==> src/rtl/co2_lcd_formatter.sv <==
// Turns a 16-bit CO2 ppm reading into a 14-byte LCD line ("CO2:  415 ppm") streamed over valid/ready.
// Binary-to-BCD runs one bit per clock using shift-add-3, so the datapath holds no divider.
module co2_lcd_formatter #(
    parameter logic [6:0]  LINE_ADDR = 7'h00,
    parameter logic [15:0] MAX_PPM   = 16'd5000
) (
    input  logic        clk,
    input  logic        rst_n,
    input  logic        sample_valid,
    input  logic [15:0] sample_data,
    output logic        sample_ready,
    output logic        char_valid,
    input  logic        char_ready,
    output logic [7:0]  char_data,
    output logic        char_rs,
    output logic        frame_done
);

    typedef enum logic [1:0] {
        S_IDLE    = 2'd0,
        S_CONVERT = 2'd1,
        S_EMIT    = 2'd2
    } state_t;

    localparam logic [3:0] LAST_IDX = 4'd13;

    state_t      state_q, state_d;
    logic [15:0] bin_q, bin_d;
    logic [19:0] bcd_q, bcd_d;
    logic [4:0]  bit_cnt_q, bit_cnt_d;
    logic [3:0]  idx_q, idx_d;
    logic        over_q, over_d;
    logic        sample_ready_q, sample_ready_d;
    logic        char_valid_q, char_valid_d;
    logic [7:0]  char_data_q, char_data_d;
    logic        char_rs_q, char_rs_d;
    logic        frame_done_q, frame_done_d;

    logic [19:0] bcd_adj;
    logic [4:0]  digit_nz;
    logic        unused_bcd_msb;

    // digit_nz[k] is set when digit k or any higher digit is non-zero (drives leading-zero blanking)
    genvar gi;
    generate
        for (gi = 0; gi < 5; gi++) begin : g_digit
            logic [3:0] digit;
            assign digit = bcd_q[4*gi +: 4];
            assign bcd_adj[4*gi +: 4] = (digit >= 4'd5) ? digit + 4'd3 : digit;
            assign digit_nz[gi] = |bcd_q[19:4*gi];
        end
    endgenerate

    // The top digit never exceeds 6, so the adjusted MSB shifted out is always zero.
    assign unused_bcd_msb = bcd_adj[19];

    logic [3:0] sel_idx;
    logic [2:0] dsel;
    logic [3:0] sel_digit;
    logic [7:0] digit_byte;
    logic [7:0] sel_byte;
    logic       sel_rs;

    // Once a byte is on the bus, the next one to load is idx+1; before that it is idx itself.
    always_comb begin
        sel_idx = char_valid_q ? (idx_q + 4'd1) : idx_q;
        dsel    = 3'd0;
        if (sel_idx >= 4'd5 && sel_idx <= 4'd9) begin
            dsel = 3'(4'd9 - sel_idx);
        end
        sel_digit = bcd_q[{dsel, 2'b00} +: 4];
        if (over_q) begin
            digit_byte = 8'h2D;
        end else if (!digit_nz[dsel] && dsel != 3'd0) begin
            digit_byte = 8'h20;
        end else begin
            digit_byte = 8'h30 + {4'h0, sel_digit};
        end

        sel_rs = 1'b1;
        case (sel_idx)
            4'd0: begin
                sel_byte = 8'h80 | {1'b0, LINE_ADDR};
                sel_rs   = 1'b0;
            end
            4'd1:    sel_byte = 8'h43;
            4'd2:    sel_byte = 8'h4F;
            4'd3:    sel_byte = 8'h32;
            4'd4:    sel_byte = 8'h3A;
            4'd5, 4'd6, 4'd7, 4'd8, 4'd9: sel_byte = digit_byte;
            4'd10:   sel_byte = 8'h20;
            4'd11:   sel_byte = 8'h70;
            4'd12:   sel_byte = 8'h70;
            default: sel_byte = 8'h6D;
        endcase
    end

    always_comb begin
        state_d        = state_q;
        bin_d          = bin_q;
        bcd_d          = bcd_q;
        bit_cnt_d      = bit_cnt_q;
        idx_d          = idx_q;
        over_d         = over_q;
        sample_ready_d = sample_ready_q;
        char_valid_d   = char_valid_q;
        char_data_d    = char_data_q;
        char_rs_d      = char_rs_q;
        frame_done_d   = 1'b0;

        case (state_q)
            S_IDLE: begin
                sample_ready_d = 1'b1;
                if (sample_valid) begin
                    bin_d          = sample_data;
                    over_d         = (sample_data > MAX_PPM);
                    bcd_d          = 20'd0;
                    bit_cnt_d      = 5'd16;
                    sample_ready_d = 1'b0;
                    state_d        = S_CONVERT;
                end
            end
            S_CONVERT: begin
                bcd_d     = {bcd_adj[18:0], bin_q[15]};
                bin_d     = {bin_q[14:0], 1'b0};
                bit_cnt_d = bit_cnt_q - 5'd1;
                if (bit_cnt_q == 5'd1) begin
                    idx_d   = 4'd0;
                    state_d = S_EMIT;
                end
            end
            S_EMIT: begin
                if (!char_valid_q) begin
                    char_valid_d = 1'b1;
                    char_data_d  = sel_byte;
                    char_rs_d    = sel_rs;
                end else if (char_ready) begin
                    if (idx_q == LAST_IDX) begin
                        char_valid_d   = 1'b0;
                        frame_done_d   = 1'b1;
                        sample_ready_d = 1'b1;
                        idx_d          = 4'd0;
                        state_d        = S_IDLE;
                    end else begin
                        idx_d       = idx_q + 4'd1;
                        char_data_d = sel_byte;
                        char_rs_d   = sel_rs;
                    end
                end
            end
            default: begin
                sample_ready_d = 1'b1;
                char_valid_d   = 1'b0;
                state_d        = S_IDLE;
            end
        endcase
    end

    always_ff @(posedge clk or negedge rst_n) begin
        if (!rst_n) begin
            state_q        <= S_IDLE;
            bin_q          <= 16'd0;
            bcd_q          <= 20'd0;
            bit_cnt_q      <= 5'd0;
            idx_q          <= 4'd0;
            over_q         <= 1'b0;
            sample_ready_q <= 1'b1;
            char_valid_q   <= 1'b0;
            char_data_q    <= 8'h00;
            char_rs_q      <= 1'b0;
            frame_done_q   <= 1'b0;
        end else begin
            state_q        <= state_d;
            bin_q          <= bin_d;
            bcd_q          <= bcd_d;
            bit_cnt_q      <= bit_cnt_d;
            idx_q          <= idx_d;
            over_q         <= over_d;
            sample_ready_q <= sample_ready_d;
            char_valid_q   <= char_valid_d;
            char_data_q    <= char_data_d;
            char_rs_q      <= char_rs_d;
            frame_done_q   <= frame_done_d;
        end
    end

    assign sample_ready = sample_ready_q;
    assign char_valid   = char_valid_q;
    assign char_data    = char_data_q;
    assign char_rs      = char_rs_q;
    assign frame_done   = frame_done_q;

endmodule

==> config.mk <==
export PLATFORM = sky130hd
export DESIGN_NAME = co2_lcd_formatter
export DESIGN_NICKNAME = d
export VERILOG_FILES = /design/src/rtl/co2_lcd_formatter.sv
export SDC_FILE = /design/constraint.sdc
export NUM_CORES = 1
export LEC_CHECK = 0
export CAP_MARGIN = 30
export CORE_MARGIN = 2
export CORE_UTILIZATION = 60
export CTS_BUF_LIST = sky130_fd_sc_hd__clkbuf_8
export DETAILED_ROUTE_END_ITERATION = 7
export GPL_ROUTABILITY_DRIVEN = 0
export HOLD_SLACK_MARGIN = 0.15
export MAX_ROUTING_LAYER = met4
export PLACE_DENSITY_LB_ADDON = 0.3
export SLEW_MARGIN = 5
export SYNTH_ARGS = -nofsm -noshare
export SYNTH_HDL_FRONTEND = slang
export SYNTH_SLANG_ARGS = --single-unit
==> constraint.sdc <==
create_clock -name clk -period 6 [get_ports clk]
set_input_delay 1.2 -clock clk [delete_from_list [all_inputs] [get_ports clk]]
set_output_delay 1.2 -clock clk [all_outputs]
set_load 0.01 [all_outputs]
==> results of run 1 <==
## synthesized netlist by cell type (2+ instances only)
cell / count
buf_2: 2
a2bb2oi_1: 2
nor4_1: 2
o221ai_1: 2
buf_6: 4
a21oi_1: 22
nor3_1: 15
buf_4: 2
o221a_2: 2
o211ai_1: 4
o22a_1: 2
o22ai_1: 2
a22o_1: 3
a21o_1: 3
ha_1: 19
nor2_2: 2
o21ai_0: 47
mux2i_1: 19
a31oi_1: 5
nand3_1: 11
a211oi_1: 3
nor2b_1: 3
xnor2_1: 9
clkbuf_1: 10
nor4b_1: 2
and2_1: 2
o21a_1: 2
dfrtp_1: 59
nand2b_1: 10
nor3b_1: 4
inv_1: 19
nand4_1: 3
nor2_1: 23
buf_1: 3
o311ai_0: 2
o211a_1: 2
o31ai_1: 5
nand2_1: 55
## worst min-delay path by stage
| stage | end | slack (ns) | cells past startpoint |
|---|---|---|---|
| after CTS | bin_q[5] | 0.49 | 2 |
| after global routing | bcd_q[0] | 0.51 | 1 |
| final | bin_q[6] | 0.49 | 2 |
| after floorplan | bin_q[10] | 0.45 | 2 |
| after global placement | bin_q[10] | 0.46 | 2 |
| after detailed placement | bin_q[4] | 0.48 | 2 |
## stage by stage
step | utilization (%) | cell area, um^2 | instances
finish | 70.2 | 4410 | 526
global route | 70.2 | 4410 | 526
CTS | 70.2 | 4410 | 526
detailed placement | 66.8 | 4190 | 510
global placement | 66.3 | 4160 | 509
floorplan | - | 3860 | 421
## flip-flops by register name (all words and copies together) (netlist names)
| signal | count |
|---|---|
| bit_cnt_q | 5 |
| char_valid | 1 |
| bin_q | 16 |
| state_q | 2 |
| char_rs | 1 |
| over_q | 1 |
| idx_q | 4 |
| char_data | 8 |
| bcd_q | 20 |
| sample_ready | 1 |
| frame_done | 1 |
## layout make-up
type	instances	area [um^2]
fill	476	1870
multi-input combinational	320	2170
clock buffer	10	138
sequential	60	1500
inverter	19	71.3
timing repair buffer	34	348
tap	77	96.3
clock inverter	6	80.1
## cells by family (layout without fill, tap and decap cells)
| logic type | count (synthesis) | count (layout) | synth area share, % |
|---|---|---|---|
| AO/OA/AOI/OAI | 126 | 126 | 22.3 |
| XOR/XNOR | 12 | 12 | 3.41 |
| adder cells (fa/ha/maj) | 19 | 19 | 6.16 |
| buffers and inverters | 41 | 69 | 5.06 |
| flip-flops | 60 | 60 | 39.0 |
| multiplexers | 21 | 21 | 5.81 |
| AND/OR/NAND/NOR | 142 | 142 | 18.3 |
## worst reg2reg max path, delay by kind of cell, from the launching register on
family          cells  cell delay (ns)
simple gates        1             0.27
xor+xnor            1             0.52
flops               1             0.84
mux                 1             0.45
compound gates      3             0.68
## layout by cell type (no fill, tap or decap), drive strengths merged, types with 10 or more instances in the layout
| cell | instances |
|---|---|
| clkdlybuf4s50 | 30 |
| o21ai | 48 |
| a21oi | 23 |
| mux2i | 20 |
| nor2 | 25 |
| dfrtp | 59 |
| clkbuf | 10 |
| nand2b | 10 |
| nand3 | 11 |
| inv | 21 |
| nand2 | 55 |
| ha | 19 |
| nor3 | 15 |
## metal layers
layer / wire [um] / share of wire [%] / vias to the layer above / GRT usage [%]
li1: - / - / 1557 / -
met1: 3660 / 43 / 1556 / 33.7
met2: 4120 / 49 / 102 / 41.2
met3: 455 / 5.4 / 17 / 5.80
met4: 191 / 2.3 / 0 / 11.4
met5: 0 / 0 / - / -
## power groups by stage
stage / Sequential (mW) / Combinational [mW] / Clock, mW
2_1_floorplan: 0.728 / 0.954 / 0
3_3_place_gp: 0.801 / 1.13 / 0
3_5_place_dp: 0.810 / 1.19 / 0
4_1_cts: 0.805 / 1.20 / 0.412
5_1_grt: 0.836 / 1.34 / 0.431
6_report: 0.809 / 1.20 / 0.404
==> impl_metrics.csv, run 1 <==
group,metric,value,unit
outcome,status,"finished, final reports clean",
flow_run,drv_cap,0,
drt,wire_per_inst,16.0,um
setup_path,crit_path_end,"char_valid",
floorplanning,rows,29,
power_and_ir_drop,power_density,547,nW/um^2
clock_network,ctsHoldBuffers,0,
drt,firstDrtPassIters,5,
grt,grt_max_degree,61,
power_and_ir_drop,power_switching,1.05,mW
sta,setup_slack,2.94,ns
setup_path,start_kind,"flop",
sta,worst_pin_slew,0.808,ns
grt,grt-ovfl-total,0,
clock_network,clockBufferDepth,2,
sta,fin_crit,3.06,ns
cells_and_area,drive_gt1_share,9.80,%
drt,ant_nets,0,
drt,drc,0,
drt,viasPerCell,6.14,
yosys,synth_area_leaders,"dfrtp_1 (38%), ha_1 (6.2%), o21ai_0 (6.1%), nand2_1 (5.4%), mux2i_1 (4.9%)",
setup_path,crit_path_end_kind,"output pin",
setup_path,crit_buf_inv,1,
yosys,ys_seq_elements,60,
setup_path,path_class,"reg2out",
setup_path,r2r-start,"char_valid",
power_and_ir_drop,switching_share,43.7,%
clock_network,post_cts_resized,0,
yosys,synth-edff-count,0,
sta,drv_slew,0,
setup_path,r2r_cells,6,
drt,vias,3232,
yosys,syn_nets,460,
sta,hold_viol_final,0,
hold_path,holdCritStartpoint,"bin_q[6]",
grt,grt_pass1_vias,3145,
power_and_ir_drop,p_int,1.36,mW
setup_path,crit_fanout,20,
power_and_ir_drop,seq_power_share,33.5,%
clock_network,cts_tree,"built",
power_and_ir_drop,pwr-share-clk,16.7,%
yosys,yosysSeqAreaShare,39.0,%
power_and_ir_drop,power_leakage,1.90,nW
placement,portBuffers,31,
floorplanning,chipHeight,84.2,um
power_and_ir_drop,vdd_drop_max,380,uV
cells_and_area,nets,483,
yosys,postSynthCellCount,421,
yosys,yosysWarnings,0,
setup_path,rrSetupSlack,3.14,ns
yosys,synth_cell_types,73,
power_and_ir_drop,pwr-share-comb,49.7,%
sta,clock_skew,0.00992,ns
sta,fin_setup_tns,0,ns
setup_path,cp_slowest_cell,"dfrtp_1",
floorplanning,pin_count,32,
floorplanning,die_w,84.2,um
grt,grtUsageTotal,26.5,%
sta,whs,0.489,ns
setup_path,cp.required,4.80,ns
yosys,synth_top_cell_area_share,38.3,%
clock_network,cts.sinks,60,
placement,detailed_place_hpwl,5.80,mm
sta,max_freq,327,MHz
grt,grt_pass1_wl,14.6,mm
clock_network,cts-root-buf,"clkbuf_8",
setup_path,startpoint,"char_valid",
sta,slew_headroom,46.1,%
setup_path,worst-path-stages,1,
yosys,netlist_area,3860,um^2
setup_path,cpPeakStageDelay,0.84,ns
clock_network,cts_max_level,3,
sta,rsz0062_at_grt,"false",
sta,post-route-period-util,51.0,%
setup_path,r2r-end,"char_data[1]",
clock_network,clkLatencyLatePin,0.35,ns
cells_and_area,synthToLayoutAreaGrowth,14.3,%
cells_and_area,diodes,0,
setup_path,critPathTopFamily,"flip-flops",
floorplanning,dieArea,7090,um^2
setup_path,path_cells,"clkdlybuf4s50_1",
placement,dp_slack,2.95,ns
yosys,postSynthAreaPerCell,9.16,um^2
setup_path,critPathArrivalTime,1.86,ns
yosys,ys_async_sr_fraction,100,%
floorplanning,initial_utilization,61.5,%
drt,routed_wl,8.43,mm
sta,setup_viol_count_final,0,
yosys,synth_top_area_cell,"dfrtp_1",
clock_network,cts.reportedPaths.clkPinSlew,0.07,ns
clock_network,post-cts-setup-buffers,0,
floorplanning,core_area,6280,um^2
clock_network,cts_buffers,9,
yosys,synthFlopType,"dfrtp_1",
grt,antenna_found_initial,0,
drt,drtIter0Drc,258,
power_and_ir_drop,total_power,2.41,mW
hold_path,hp-class,"reg2reg",
No activity file was read; power rests on OpenSTA's default activity.
==> run 2, diff against run 1 <==
--- a/config.mk
+++ b/config.mk
@@ -7,7 +7,7 @@
 export LEC_CHECK = 0
 export CAP_MARGIN = 30
 export CORE_MARGIN = 2
-export CORE_UTILIZATION = 60
+export CORE_UTILIZATION = 55
 export CTS_BUF_LIST = sky130_fd_sc_hd__clkbuf_8
 export DETAILED_ROUTE_END_ITERATION = 7
 export GPL_ROUTABILITY_DRIVEN = 0
==> constraint.sdc (replaced) <==
create_clock -name clk -period 2.7 [get_ports clk]
set_input_delay 0.54 -clock clk [delete_from_list [all_inputs] [get_ports clk]]
set_output_delay 0.54 -clock clk [all_outputs]
set_load 0.01 [all_outputs]
==> run 2 against run 1 <==
Compared with the run above:
- critical path depth increased by 6
- global-route usage fell by 1.4 points
- clock power up 110%
- non-clock buffer count rose by 7
- register-to-register slack worse by 2.9 ns
- sequential power grew 120%
- combinational power up 130%
- first-iteration DRC count is 22% lower
- die area grew 8.6%
- routed wire length up 0.76%
- total power up 120%
- highest routed layer unchanged
==> impl_metrics.csv, run 2 (synthesis results as in run 1) <==
group,metric,value,unit
sta,clock_skew,0.00853,ns
clock_network,post_cts_resized,0,
sta,max_freq,402,MHz
setup_path,critPathTopFamily,"simple AND/OR/NAND/NOR gates",
placement,portBuffers,31,
setup_path,crit_buf_inv,0,
sta,setup_viol_count_final,0,
floorplanning,die_w,87.7,um
clock_network,clkLatencyLatePin,0.34,ns
setup_path,critPathArrivalTime,2.74,ns
clock_network,post-cts-setup-buffers,0,
placement,detailed_place_hpwl,6.16,mm
grt,grt_max_degree,33,
flow_run,drv_cap,0,
grt,grt-ovfl-total,0,
setup_path,path_cells,"ha_1, and3b_1, nor2_1, nor3_1, a31oi_1, a31o_2, o31ai_1",
power_and_ir_drop,total_power,5.32,mW
sta,drv_slew,0,
setup_path,path_class,"reg2reg",
cells_and_area,fillers,578,
setup_path,start_kind,"flop",
floorplanning,core_area,6790,um^2
setup_path,cpPeakStageDelay,0.52,ns
clock_network,cts.sinks,60,
drt,vias,3224,
cells_and_area,final_common_cell,"dfrtp_1",
drt,highest_layer,"met4",
drt,wl_met1,3.71,mm
clock_network,clockBufferDepth,2,
drt,route.met2.wl,4.12,mm
clock_network,cts-root-buf,"clkbuf_8",
floorplanning,rows,30,
grt,antenna_found_initial,0,
drt,drtIter0Drc,202,
clock_network,cts_tree,"built",
cells_and_area,diodes,0,
cells_and_area,mostFrequentLayoutCells,"dfrtp_1 (59), nand2_1 (55), o21ai_0 (47), clkdlybuf4s50_1 (30), nor2_1 (23)",
drt,ant_nets,0,
outcome,status,"finished, final reports clean",
setup_path,cp_slowest_cell,"dfrtp_1",
setup_path,cp.required,2.95,ns
placement,dp_slack,0.208,ns
drt,viasPerCell,5.84,
drt,wire_per_inst,15.4,um
sta,post-route-period-util,92.2,%
sta,worst_pin_slew,0.773,ns
cells_and_area,nets,490,
grt,grtUsageTotal,25.1,%
sta,setup_slack,0.211,ns
sta,fin_setup_tns,0,ns
clock_network,cts.reportedPaths.clkPinSlew,0.07,ns
floorplanning,pin_count,32,
cells_and_area,top_register,"bcd_q",
drt,routed_wl,8.49,mm
power_and_ir_drop,power_leakage,1.93,nW
floorplanning,chipHeight,87.7,um
sta,hold_viol_final,0,
grt,grt_pass1_vias,3097,
power_and_ir_drop,vdd_drop_max,533,uV
setup_path,crit_fanout,10,
cells_and_area,synthToLayoutAreaGrowth,15.5,%
floorplanning,initial_utilization,56.8,%
drt,firstDrtPassIters,5,
cells_and_area,drive_gt1_share,11.0,%
clock_network,ctsHoldBuffers,0,
sta,slew_headroom,48.5,%
power_and_ir_drop,power_density,1190,nW/um^2
drt,met3WireLength,483,um
grt,grt_pass1_wl,14.5,mm
sta,fin_crit,2.49,ns
drt,drc,0,
clock_network,cts_max_level,3,
hold_path,hp-class,"in2async",
sta,rsz0062_at_grt,"false",
cells_and_area,largest_register_ffs,20,
setup_path,crit_path_end_kind,"flop",
floorplanning,dieArea,7700,um^2
clock_network,cts_buffers,9,
==> run 2: cell types whose count changed in the layout (fill, tap and decap cells not counted) <==
| cell | change |
|---|---|
| buf_16 | -1 |
| buf_4 | +8 |
| bufinv_16 | -1 |
| clkbuf_8 | +2 |
| clkinv_2 | -1 |
| clkinvlp_4 | -1 |
| inv_1 | +1 |
==> run 2: layout make-up <==
| cell class | count | area [um^2] | area share [%] |
|---|---|---|---|
| Clock buffer | 12 | 165 | 3.71 |
| Sequential cell | 60 | 1500 | 33.7 |
| Multi-Input combinational cell | 320 | 2170 | 48.8 |
| Inverter | 19 | 71.3 | 1.60 |
| Clock inverter | 4 | 41.3 | 0.927 |
| Tap cell | 96 | 120 | 2.70 |
| Timing Repair Buffer | 41 | 380 | 8.54 |
==> run 2: final timing paths <==
path,from,endpoint,slack [ns],depth (start not counted)
setup / recovery,idx_q[1],char_data[1],0.21,7
hold / removal,rst_n,frame_done,0.16,1
setup reg to reg,idx_q[1],char_data[1],0.21,7
hold reg to reg,bin_q[5],bin_q[5],0.48,2
max in group asynchronous,rst_n,bin_q[8],1.86,2
min in group clk,bin_q[5],bin_q[5],0.48,2
==> run 2: report_power, final <==
part / switching (mW) / internal (mW)
clock: 0.353 / 0.492
combinational: 1.54 / 1.19
sequential: 0.433 / 1.31
total: 2.32 / 2.99
==> run 2: layer usage <==
layer | vias up | track usage, %
met5 | - | -
met1 | 1533 | 31.5
met3 | 19 | 6.88
met4 | 0 | 9.37
li1 | 1578 | -
met2 | 94 | 39.0
==> run 2: per-stage QoR <==
step	util (%)	cell area (um^2)	cells	hold slack [ns]
2_1_floorplan	-	3860	421	0.244
3_3_place_gp	62.5	4250	536	0.461
3_5_place_dp	62.5	4250	536	0.473
4_1_cts	65.6	4450	552	0.161
5_1_grt	65.6	4450	552	0.191
6_report	65.6	4450	552	0.157
==> run 2: worst register-to-register path, cell delays in order, from the launching register on <==
cell and delay (ns):
dfrtp_1 0.52, ha_1 0.42, and3b_1 0.31, nor2_1 0.16
nor3_1 0.37, a31oi_1 0.09, a31o_2 0.30, o31ai_1 0.24
==> run 3, diff against run 2 <==
--- a/config.mk
+++ b/config.mk
@@ -6,7 +6,7 @@
 export NUM_CORES = 1
 export LEC_CHECK = 0
 export CAP_MARGIN = 30
-export CORE_MARGIN = 2
+export CORE_MARGIN = 5
 export CORE_UTILIZATION = 55
 export CTS_BUF_LIST = sky130_fd_sc_hd__clkbuf_8
 export DETAILED_ROUTE_END_ITERATION = 7
==> run 3 against run 2 <==
Compared with the run above:
- non-clock buffer count decreased by 1
- register-to-register slack better by 0.05 ns
- global-route usage is 3.5 points lower
- final area down 0.20%
- flip-flop and latch count stayed put
- die area increased by 14%
- clock skew down 0.0029 ns
- clock power is 8.2% lower
- routed wire length up 1.3%
- fmax increased by 2.2%
- critical path type unchanged
- critical endpoint is now char_data[4]
- highest routed layer unchanged
==> impl_metrics.csv, run 3 (synthesis results as in run 1) <==
group,metric,value,unit
drt,routed_wl,8.60,mm
grt,grt_use_met3,3.77,%
grt,grtUsageTotal,21.6,%
floorplanning,core_area,6790,um^2
cells_and_area,final_common_cell,"dfrtp_1",
setup_path,path_class,"reg2reg",
setup_path,start_kind,"flop",
drt,vias,3290,
setup_path,path_cells,"inv_1, ha_1, nand2_1, a2111oi_4, mux2i_4, o211ai_1, a31o_2, o21ai_0",
floorplanning,initial_utilization,56.8,%
setup_path,cpPeakStageDelay,0.51,ns
setup_path,critPathTopFamily,"compound AO/OA/AOI/OAI gates",
clock_network,cts_tree,"built",
grt,use_met2,32.9,%
placement,detailed_place_hpwl,6.29,mm
sta,clock_skew,0.00567,ns
hold_path,hp-class,"in2async",
clock_network,clkLatencyLatePin,0.34,ns
sta,rsz0062_at_grt,"false",
setup_path,crit_buf_inv,1,
placement,portBuffers,31,
clock_network,cts_buffers,9,
sta,worst_pin_slew,0.782,ns
power_and_ir_drop,vdd_drop_max,576,uV
grt,grt_pass1_wl,14.9,mm
grt,grt_pass1_vias,3103,
floorplanning,dieArea,8790,um^2
power_and_ir_drop,power_density,1180,nW/um^2
sta,post-route-period-util,90.2,%
power_and_ir_drop,power_leakage,1.92,nW
clock_network,cts.reportedPaths.clkPinSlew,0.07,ns
grt,antenna_found_initial,0,
drt,firstDrtPassIters,5,
sta,hold_viol_final,0,
cells_and_area,diodes,0,
grt,met1_usage,28.4,%
sta,fin_setup_tns,0,ns
setup_path,crit_path_end_kind,"flop",
drt,ant_nets,0,
drt,drc,0,
cells_and_area,fillers,561,
cells_and_area,largest_register_ffs,20,
grt,grt_busiest_layer,"met2",
cells_and_area,top_register,"bcd_q",
sta,setup_slack,0.264,ns
drt,drtIter0Drc,213,
placement,dp_slack,0.224,ns
outcome,status,"finished, final reports clean",
clock_network,cts-root-buf,"clkbuf_8",
grt,grt_max_degree,34,
cells_and_area,drive_gt1_share,11.2,%
setup_path,cp_slowest_cell,"a2111oi_4",
floorplanning,pin_count,32,
drt,viasPerCell,5.97,
cells_and_area,multi_input_area,2170,um^2
cells_and_area,synthToLayoutAreaGrowth,15.2,%
grt,grt-ovfl-total,0,
cells_and_area,nets,489,
setup_path,cp.required,2.91,ns
floorplanning,die_w,93.7,um
flow_run,drv_cap,0,
floorplanning,rows,30,
sta,setup_viol_count_final,0,
clock_network,cts_max_level,3,
sta,max_freq,410,MHz
sta,drv_slew,0,
setup_path,crit_fanout,10,
clock_network,cts.sinks,60,
cells_and_area,mostFrequentLayoutCells,"dfrtp_1 (58), nand2_1 (55), o21ai_0 (47), clkdlybuf4s50_1 (30), nor2_1 (23)",
cells_and_area,ff_latch_area,1500,um^2
floorplanning,chipHeight,93.7,um
sta,fin_crit,2.44,ns
sta,slew_headroom,47.9,%
clock_network,clockBufferDepth,2,
clock_network,post-cts-setup-buffers,0,
drt,wire_per_inst,15.6,um
setup_path,critPathArrivalTime,2.65,ns
-- run 3: cell types whose count changed in the layout (fill, tap and decap cells not counted), sizes merged --
cell	delta
buf	-1
bufinv	-1
clkbuf	+1
clkinv	+1
inv	-1
-- run 3: per-layer routing --
metal / share of wire, % / up-vias
met4: 2.7 / 0
met3: 4.7 / 28
li1: - / 1584
met1: 45 / 1586
met2: 47 / 92
met5: 0 / -
-- run 3: cell type report --
type | count | share of cell area (%)
clock buffers | 13 | 4.02
clock inverters | 3 | 0.281
inverters | 19 | 1.60
multi-input cells | 320 | 48.9
flip-flops and latches | 60 | 33.8
well taps | 96 | 2.70
repair buffers | 40 | 8.67
-- run 3: stage by stage --
stage	hold slack (ns)	utilization, %	area (um^2)	power [mW]	std cells
finish	0.233	65.4	4450	5.26	551
global route	0.289	65.4	4450	5.71	551
CTS	0.254	65.4	4440	5.26	551
detailed placement	0.471	62.6	4250	4.47	535
global placement	0.461	62.6	4250	4.35	535
floorplan	0.244	-	3860	3.74	421
-- run 3: power by group --
group / switching (mW) / leakage [nW] / internal [mW]
Combinational: 1.53 / 1.07 / 1.19
Sequential: 0.450 / 0.743 / 1.31
Clock: 0.351 / 0.108 / 0.426
Total: 2.33 / 1.92 / 2.93
-- run 3: final timing paths --
kind	cells after the start	endpoint	slack (ns)	from
setup reg to reg	8	char_data[4]	0.26	idx_q[1]
max in group asynchronous	2	bit_cnt_q[1]	1.75	rst_n
hold / removal	1	idx_q[3]	0.23	rst_n
setup / recovery	8	char_data[4]	0.26	idx_q[1]
hold reg to reg	2	bin_q[8]	0.48	bin_q[8]
min in group clk	2	bin_q[8]	0.48	bin_q[8]
-- run 3: repair_timing --
action,CTS,global route
endpoints found under the setup margin,0,1
resized for setup,0,1
hold buffers,0,0
